File: config.mk
export PLATFORM = sky130hd
export DESIGN_NAME = cvxif_resp_unit
export DESIGN_NICKNAME = d
export VERILOG_FILES = /design/src/rtl/cvxif_resp_unit.sv
export SDC_FILE = /design/constraint.sdc
export NUM_CORES = 1
export LEC_CHECK = 0
export ABC_AREA = 1
export CAP_MARGIN = 20
export CORE_UTILIZATION = 25
export DETAILED_ROUTE_END_ITERATION = 7
export HOLD_SLACK_MARGIN = 0.12
export PLACE_DENSITY = 0.54
export SYNTH_ARGS = -nofsm -noshare
export SYNTH_HDL_FRONTEND = slang
export SYNTH_SLANG_ARGS = --single-unit
File: constraint.sdc
create_clock -name clk_i -period 4.1 [get_ports clk_i]
set_input_delay 0.41 -clock clk_i [delete_from_list [all_inputs] [get_ports clk_i]]
set_output_delay 0.41 -clock clk_i [all_outputs]
set_load 0.02 [all_outputs]
File: src/rtl/cvxif_resp_unit.sv
// rtl/cvxif_resp_unit.sv - CVXIF reference coprocessor: custom-3 decode, fixed-latency execute, in-order result FIFO
package cvxif_pkg;
    localparam int unsigned XLEN       = 32;
    localparam int unsigned X_NUM_RS   = 2;
    localparam int unsigned X_ID_WIDTH = 4;

    typedef struct packed {
        logic [15:0] instr;
        logic [1:0]  mode;
    } x_compressed_req_t;

    typedef struct packed {
        logic [31:0] instr;
        logic        accept;
    } x_compressed_resp_t;

    typedef struct packed {
        logic [31:0]                      instr;
        logic [1:0]                       mode;
        logic [X_ID_WIDTH-1:0]            id;
        logic [X_NUM_RS-1:0][XLEN-1:0]    rs;
        logic [X_NUM_RS-1:0]              rs_valid;
    } x_issue_req_t;

    typedef struct packed {
        logic accept;
        logic writeback;
        logic dualwrite;
        logic dualread;
        logic loadstore;
        logic exc;
    } x_issue_resp_t;

    typedef struct packed {
        logic [X_ID_WIDTH-1:0] id;
        logic                  x_commit_kill;
    } x_commit_t;

    typedef struct packed {
        logic [X_ID_WIDTH-1:0] id;
        logic [XLEN-1:0]       addr;
        logic                  we;
        logic [XLEN-1:0]       wdata;
    } x_mem_req_t;

    typedef struct packed {
        logic       exc;
        logic [5:0] exccode;
    } x_mem_resp_t;

    typedef struct packed {
        logic [X_ID_WIDTH-1:0] id;
        logic [XLEN-1:0]       rdata;
        logic                  err;
    } x_mem_result_t;

    typedef struct packed {
        logic [X_ID_WIDTH-1:0] id;
        logic [XLEN-1:0]       data;
        logic [4:0]            rd;
        logic                  we;
        logic                  exc;
        logic [5:0]            exccode;
    } x_result_t;

    typedef struct packed {
        logic              x_compressed_valid;
        x_compressed_req_t x_compressed_req;
        logic              x_issue_valid;
        x_issue_req_t      x_issue_req;
        logic              x_commit_valid;
        x_commit_t         x_commit;
        logic              x_mem_ready;
        x_mem_resp_t       x_mem_resp;
        logic              x_mem_result_valid;
        x_mem_result_t     x_mem_result;
        logic              x_result_ready;
    } cvxif_req_t;

    typedef struct packed {
        logic               x_compressed_ready;
        x_compressed_resp_t x_compressed_resp;
        logic               x_issue_ready;
        x_issue_resp_t      x_issue_resp;
        logic               x_mem_valid;
        x_mem_req_t         x_mem_req;
        logic               x_result_valid;
        x_result_t          x_result;
    } cvxif_resp_t;
endpackage

module cvxif_resp_unit
    import cvxif_pkg::*;
#(
    parameter int unsigned Latency   = 2,
    parameter int unsigned FifoDepth = 4
) (
    input  logic        clk_i,
    input  logic        rst_i,
    input  logic        clear_i,
    input  cvxif_req_t  cvxif_req_i,
    output cvxif_resp_t cvxif_resp_o
);
    localparam int unsigned   PW     = $clog2(FifoDepth);
    localparam int unsigned   CW     = $clog2(FifoDepth + 1);
    localparam logic [CW-1:0] DepthC = CW'(FifoDepth);
    localparam logic [PW:0]   PtrOne = (PW + 1)'(1);

    typedef struct packed {
        logic      valid;
        logic      killed;
        x_result_t res;
    } pipe_entry_t;

    x_issue_req_t    issue_req;
    logic [XLEN-1:0] rs0, rs1, rs2;

    assign issue_req = cvxif_req_i.x_issue_req;
    assign rs0       = issue_req.rs[0];
    assign rs1       = issue_req.rs[1];

    generate
        if (X_NUM_RS >= 3) begin : g_rs2
            assign rs2 = issue_req.rs[2];
        end else begin : g_no_rs2
            assign rs2 = '0;
        end
    endgenerate

    logic            dec_accept, dec_we, dec_exc;
    logic [5:0]      dec_exccode;
    logic [XLEN-1:0] dec_data;

    always_comb begin
        dec_accept  = 1'b0;
        dec_we      = 1'b0;
        dec_exc     = 1'b0;
        dec_exccode = '0;
        dec_data    = '0;
        if (issue_req.instr[6:0] == 7'b1111011) begin
            case (issue_req.instr[14:12])
                3'b000: begin dec_accept = 1'b1; dec_we = 1'b1; dec_data = rs0 + rs1; end
                3'b001: begin dec_accept = 1'b1; dec_we = 1'b1; dec_data = rs0 - rs1; end
                3'b010: begin dec_accept = 1'b1; dec_we = 1'b1; dec_data = rs0 ^ rs1; end
                3'b011: begin
                    dec_accept = (X_NUM_RS == 3);
                    dec_we     = (X_NUM_RS == 3);
                    dec_data   = rs0 + rs1 + rs2;
                end
                3'b100: dec_accept = 1'b1;
                3'b101: begin dec_accept = 1'b1; dec_exc = 1'b1; dec_exccode = 6'd2; end
                default: dec_accept = 1'b0;
            endcase
        end
    end

    logic                  kill_en;
    logic [X_ID_WIDTH-1:0] kill_id;
    logic [CW-1:0]         count_q, count_d;
    logic                  issue_ready, issue_fire;

    assign kill_en     = cvxif_req_i.x_commit_valid && cvxif_req_i.x_commit.x_commit_kill;
    assign kill_id     = cvxif_req_i.x_commit.id;
    assign issue_ready = !rst_i && !clear_i && (count_q < DepthC);
    assign issue_fire  = cvxif_req_i.x_issue_valid && issue_ready && dec_accept;

    pipe_entry_t pipe_q [Latency];
    pipe_entry_t pipe_d [Latency];

    // Stages always advance; the occupancy counter guarantees a FIFO slot for every live entry.
    always_comb begin
        pipe_d[0].valid  = issue_fire;
        pipe_d[0].killed = kill_en && (issue_req.id == kill_id);
        pipe_d[0].res    = '{id: issue_req.id, data: dec_data, rd: issue_req.instr[11:7],
                             we: dec_we, exc: dec_exc, exccode: dec_exccode};
        for (int i = 1; i < Latency; i++) begin
            pipe_d[i]        = pipe_q[i-1];
            pipe_d[i].killed = pipe_q[i-1].killed || (kill_en && (pipe_q[i-1].res.id == kill_id));
        end
    end

    pipe_entry_t last;
    logic        last_killed, fifo_push, kill_retire, fifo_valid, fifo_pop;
    logic [PW:0] wptr_q, rptr_q;
    x_result_t   mem_q [FifoDepth];

    assign last        = pipe_q[Latency-1];
    assign last_killed = last.killed || (kill_en && (last.res.id == kill_id));
    assign fifo_push   = last.valid && !last_killed;
    assign kill_retire = last.valid && last_killed;
    assign fifo_valid  = (wptr_q != rptr_q);
    assign fifo_pop    = fifo_valid && cvxif_req_i.x_result_ready;
    assign count_d     = count_q + CW'(issue_fire) - CW'(fifo_pop) - CW'(kill_retire);

    always_ff @(posedge clk_i) begin
        if (rst_i || clear_i) begin
            for (int i = 0; i < Latency; i++) begin
                pipe_q[i] <= '0;
            end
            wptr_q  <= '0;
            rptr_q  <= '0;
            count_q <= '0;
        end else begin
            for (int i = 0; i < Latency; i++) begin
                pipe_q[i] <= pipe_d[i];
            end
            if (fifo_push) wptr_q <= wptr_q + PtrOne;
            if (fifo_pop)  rptr_q <= rptr_q + PtrOne;
            count_q <= count_d;
        end
    end

    always_ff @(posedge clk_i) begin
        if (fifo_push) mem_q[wptr_q[PW-1:0]] <= last.res;
    end

    always_comb begin
        cvxif_resp_o                        = '0;
        cvxif_resp_o.x_compressed_ready     = 1'b1;
        cvxif_resp_o.x_issue_ready          = issue_ready;
        cvxif_resp_o.x_issue_resp.accept    = dec_accept;
        cvxif_resp_o.x_issue_resp.writeback = dec_we;
        cvxif_resp_o.x_issue_resp.exc       = dec_exc;
        cvxif_resp_o.x_result_valid         = fifo_valid;
        cvxif_resp_o.x_result               = fifo_valid ? mem_q[rptr_q[PW-1:0]] : '0;
    end

    logic unused_req;
    assign unused_req = ^{cvxif_req_i.x_compressed_valid, cvxif_req_i.x_compressed_req,
                          issue_req.mode, issue_req.rs_valid, issue_req.instr[31:15],
                          cvxif_req_i.x_mem_ready, cvxif_req_i.x_mem_resp,
                          cvxif_req_i.x_mem_result_valid, cvxif_req_i.x_mem_result};
endmodule

# After elaboration in Yosys (flattened, before gate mapping)
# Memory sizes are Yosys's and may differ from the RTL's. A register that Yosys moved wholly into a read port is not among the register bits.
# Index checks and enable logic that the tools add are counted.
[totals]
reg_bits = 9
memories = 2
wordCells = 67
mem_bits_rw = 298
[classes]
reduce_logical = 21
magnitude_cmp = 1
bitwise_logic = 3
add_sub_neg = 7
eq_ne = 10
mux = 20
[mem_list]
columns = ["name", "depth", "width", "rd", "rd_ports_with_merged_regs", "write_ports", "line_no", "source"]
rows = [
  ["mem_q", 4, 49, 1, 1, 1, "185", "x_result_t mem_q [FifoDepth];"],
  ["pipe_q", 2, 51, 2, 0, 2, "167", "pipe_entry_t pipe_q [Latency];"],
]
[op_table]
columns = ["cell", "n"]
rows = [
  ["$mux 51", 2],
  ["$pmux 32 s3", 1],
  ["$mux 49", 1],
  ["$add 32x32->32", 1],
  ["$mux 32", 1],
  ["$sub 32x32->32", 1],
  ["$xor 32x32->32", 1],
  ["$eq 4x4->1", 3],
  ["$logic_and 1x1->1", 11],
  ["$mux 1", 11],
  ["$mux 2", 4],
  ["$eq 7x7->1 const B", 1],
  ["$add 3x1->3 const B", 2],
  ["$eq 3x2->1 const B", 2],
  ["$eq 3x3->1 const B", 2],
  ["$sub 3x1->3", 2],
  ["$reduce_or 5->1", 1],
  ["$add 3x1->3", 1],
  ["$eq 3x1->1 const B", 1],
  ["$logic_not 1->1", 3],
  ["$logic_not 3->1", 1],
  ["$logic_or 1x1->1", 3],
  ["$lt 3x3->1 const B", 1],
  ["$ne 3x3->1", 1],
  ["other kinds (3)", 4],
]

# Depth between registers and ports, before layout
[depth]
depth_word = 8
mapped_depth = 23

# Worst setup path before layout
# No wires, ideal clock.
[synth_timing]
path_kind = "input to register"
from = "input cvxif_req_i[51] (netlist bit)"
to = "memory mem_q[3][10] (netlist bit), enable pin"
t_arrival_ns = 2.710
setup_ns = 0.447
cell_stages = 5
setup_slack_ns = 0.944
path_buffers = 0
cell_sequence = "xor2_1 > nor2_1 > nand4_1 > nand3_2 > nor2_1"
[synth_between]
elab_chain_len = 7
[synth_rtl]
columns = ["item", "line_no", "source"]
rows = [
  ["start: declaration", "101", "input cvxif_req_t cvxif_req_i,"],
  ["$eq 4x4->1", "188", "assign last_killed = last.killed || (kill_en && (last.res.id == kill_id));"],
  ["$logic_and 1x1->1", "188", ""],
  ["$logic_or 1x1->1", "188", ""],
  ["$logic_not 1->1", "189", "assign fifo_push = last.valid && !last_killed;"],
  ["$logic_and 1x1->1", "189", ""],
  ["$mux 1", "214", "if (fifo_push) mem_q[wptr_q[PW-1:0]] <= last.res;"],
  ["$mux 1 (implied by the code)", "214", ""],
  ["end: declaration", "185", ""],
]
# No other way between the ends.

==> impl_results.md <==
- Outcome: completed
- Cell Rows: 87
- Synth Area in Compound Gates: 8.54%
- DR vias: 10.8k
- Critical path class: register to primary output
- Clk sinks: 273
- Slew HR: 35.3%
- Root Buffer: clkbuf_16
- CTS Buffer Depth: 3
- Gr usage total: 13.0%
- Initial Utilization: 25.5%
- Post-route cell area: 0.0173 sq mm
- Nets: 2085
- Crit path time final: 3640 ps
- Max Cap Viol: 0
- Post-synthesis mux area share: 0%
- Ys flop type: edfxtp_1
- Avg Cell Area, Syn: 8.45 sq um
- Fin. max-slew vios: 0
- Power density over the cells: 366 mW/mm^2
- Cell count after placement: 2579
- Fin. Hold Viols: 0
- Largest net degree at the start of global routing: 87
- Count leader, synth: nor2_1
- GRT Max-Usage Layer: met2
- Core area: 0.0568 sq mm
- CTS tree: yes
- Yosys warning total: 0
- Drt pass-1 iters: 5
- Global-route wire length before repair: 59800 um
- DRT iter0 DRCs: 533
- Non-Filler Instances: 2628
- ANT cells: 0
- RSZ-0062 raised after global routing: no
- Reg clk slew, reported paths: 60 ps
- Crit start category: register
- Worst Max-Slew Pin Slew: 970 ps
- Worst hold-check path type: primary input to register
- Post-route DRC: 0
- Synth Area in XOR/XNOR: 4.17%
- Die footprint: 0.0590 sq mm
- Clock Latency Late Sink: 540 ps
- Post-Syn Area: 0.0145 sq mm
- DR WL/cell: 15.0 um
- Cts bufs inserted: 27
- Clock skew: 16.0 ps
- Cts hold-fix bufs: 0
- Top cells by area in the synthesized netlist: edfxtp_1 36%, dfxtp_1 14%, nor2_1 8.2%
- Gpl congestion: 0.853
- EDFF count, synth: 172
- CTS H-tree depth: 1
- P_leak: 7.10 nW
- Post-CTS Setup Inserts: 0
- WL final: 39500 um
- Post-DRT Antenna Nets: 0
- Vias/cell: 4.10
- Critical Path End Type: primary output
- GRT met1 Usage: 17.2%
- CP Max Fanout: 27
- Die width: 243 um
- Top cells by count, synth: 317 x nor2_1, 298 x nand2_1, 180 x inv_1, 172 x edfxtp_1, 118 x buf_4
- Area leader, netlist: edfxtp_1
- Critical Path AT: 3230 ps
- Period utilisation layout: 88.8%
- Final setup viols: 0
- Seq/Total Area, Yosys: 49.6%
- Area after DPL: 0.0164 sq mm
- Peak VDD IR: 0.264 mV
- Number of global-route vias before repair: 10.3k
- #FFs+latches synth: 273
- Grt ovf: 0
- Initial antenna violation count: 0
- Synth cell types: 45
- IO buf count: 142
- Setup TNS: 0 ps
- Top Ports: 341
- M2 GR Usage: 22.4%
- Post-synthesis simple-gate area fraction: 20.6%
- Largest family of logic cells by synthesized area: simple AND/OR/NAND/NOR gates
- Synth Area in Adders: 4.68%
- Cells resized by post-CTS repair: 0
- Crit path required time: 3690 ps
- Fmax: 0.275 GHz
- FFs w/ async S/R, synth: 0%
- Area Growth Syn to Fin: 19.5%
- Gate Count Post-Synth: 1715
- Hold_ws: 407 ps
- HPWL Detailed: 28900 um
- Die height: 243 um
- Share of layout cells above drive strength 1: 5.93%
- Grt met3 use: 1.46%
- Share of the synthesized area in the top cell type: 35.6%
power breakdown:
group / internal (mW) / switching [mW]
combinational: 0.329 / 0.616
clock: 1.51 / 0.979
sequential: 2.89 / 0.00292
layout by cell type (no fill, tap or decap), types with 5 or more instances in the layout:
master | synthesis | layout
o21ai_0 | 104 | 104
nand2_2 | 5 | 5
inv_1 | 180 | 180
dfxtp_1 | 101 | 100
nand3_1 | 48 | 48
clkdlybuf4s50_1 | 0 | 134
buf_4 | 118 | 28
clkbuf_16 | 0 | 27
a21boi_0 | 6 | 6
xnor2_1 | 20 | 20
nor3_1 | 11 | 11
nor2_4 | 2 | 6
conb_1 | 2 | 112
a21oi_1 | 101 | 101
nor2_1 | 317 | 313
edfxtp_1 | 172 | 172
clkinv_1 | 2 | 5
or2_2 | 8 | 8
nand3b_1 | 9 | 9
xor2_1 | 49 | 49
clkbuf_1 | 35 | 6
nand2_1 | 298 | 298
inv_2 | 7 | 7
ha_1 | 51 | 51
nor2_2 | 8 | 8
nand4_1 | 10 | 10
critical path, stage by stage (launching register included):
cell             delay (ps)
dfxtp_1                 410
xnor2_1                 100
nand3_1                 140
clkinv_1                630
buf_12                  430
a21oi_1                 310
clkdlybuf4s50_1         680
routing by layer:
metal	wire length (um)	up-vias	share of wire (%)
met3	1200	36	3.0
met2	19200	153	49
li1	-	5557	-
met1	18500	5020	47
met4	633	0	1.6
met5	0	-	0
final cells by class:
cell class | instances | area, sq um
multi-input cells | 1196 | 5960
clock buffers | 36 | 739
inverters | 189 | 709
clock inverters | 13 | 168
repair buffers | 165 | 1610
well taps | 756 | 946
flip-flops and latches | 273 | 7190
fillers | 6024 | 39500
through the flow:
stage                     utilization [%]  power (mW)  worst slack [ps]
after floorplan                         -        3.66               944
after global routing                 30.5        6.62               285
after CTS                            30.5        6.40               358
final                                30.5        6.33               458
after global placement               28.9        3.89               239
after detailed placement             28.9        3.89               185
worst paths after layout:
path,startpoint,endpoint,slack (ps),cells past startpoint
max,rptr_q[0]$_SDFFE_PP0P_,cvxif_resp_o[44],460,6
min,cvxif_req_i[132],pipe_q[0][8]$_SDFF_PP0_,410,3
max reg2reg,pipe_q[0][99]$_SDFF_PP0_,count_q[2]$_SDFF_PP0_,1780,13
min reg2reg,pipe_q[0][22]$_SDFF_PP0_,pipe_q[0][73]$_SDFF_PP0_,410,2
logic make-up (layout without fill, tap and decap cells):
family / after synthesis / count (layout)
xor+xnor: 69 / 69
flops: 273 / 273
simple gates: 728 / 728
other cells: 2 / 112
fa+ha+maj: 53 / 53
compound gates: 234 / 234
buf+inv: 356 / 403
sequential cells by signal, indices dropped and copies added (netlist names), named ones only:
register and count:
mem_q 172, pipe_q 90, count_q 3, rptr_q 3, wptr_q 3
(Power assumes the default switching activity.)
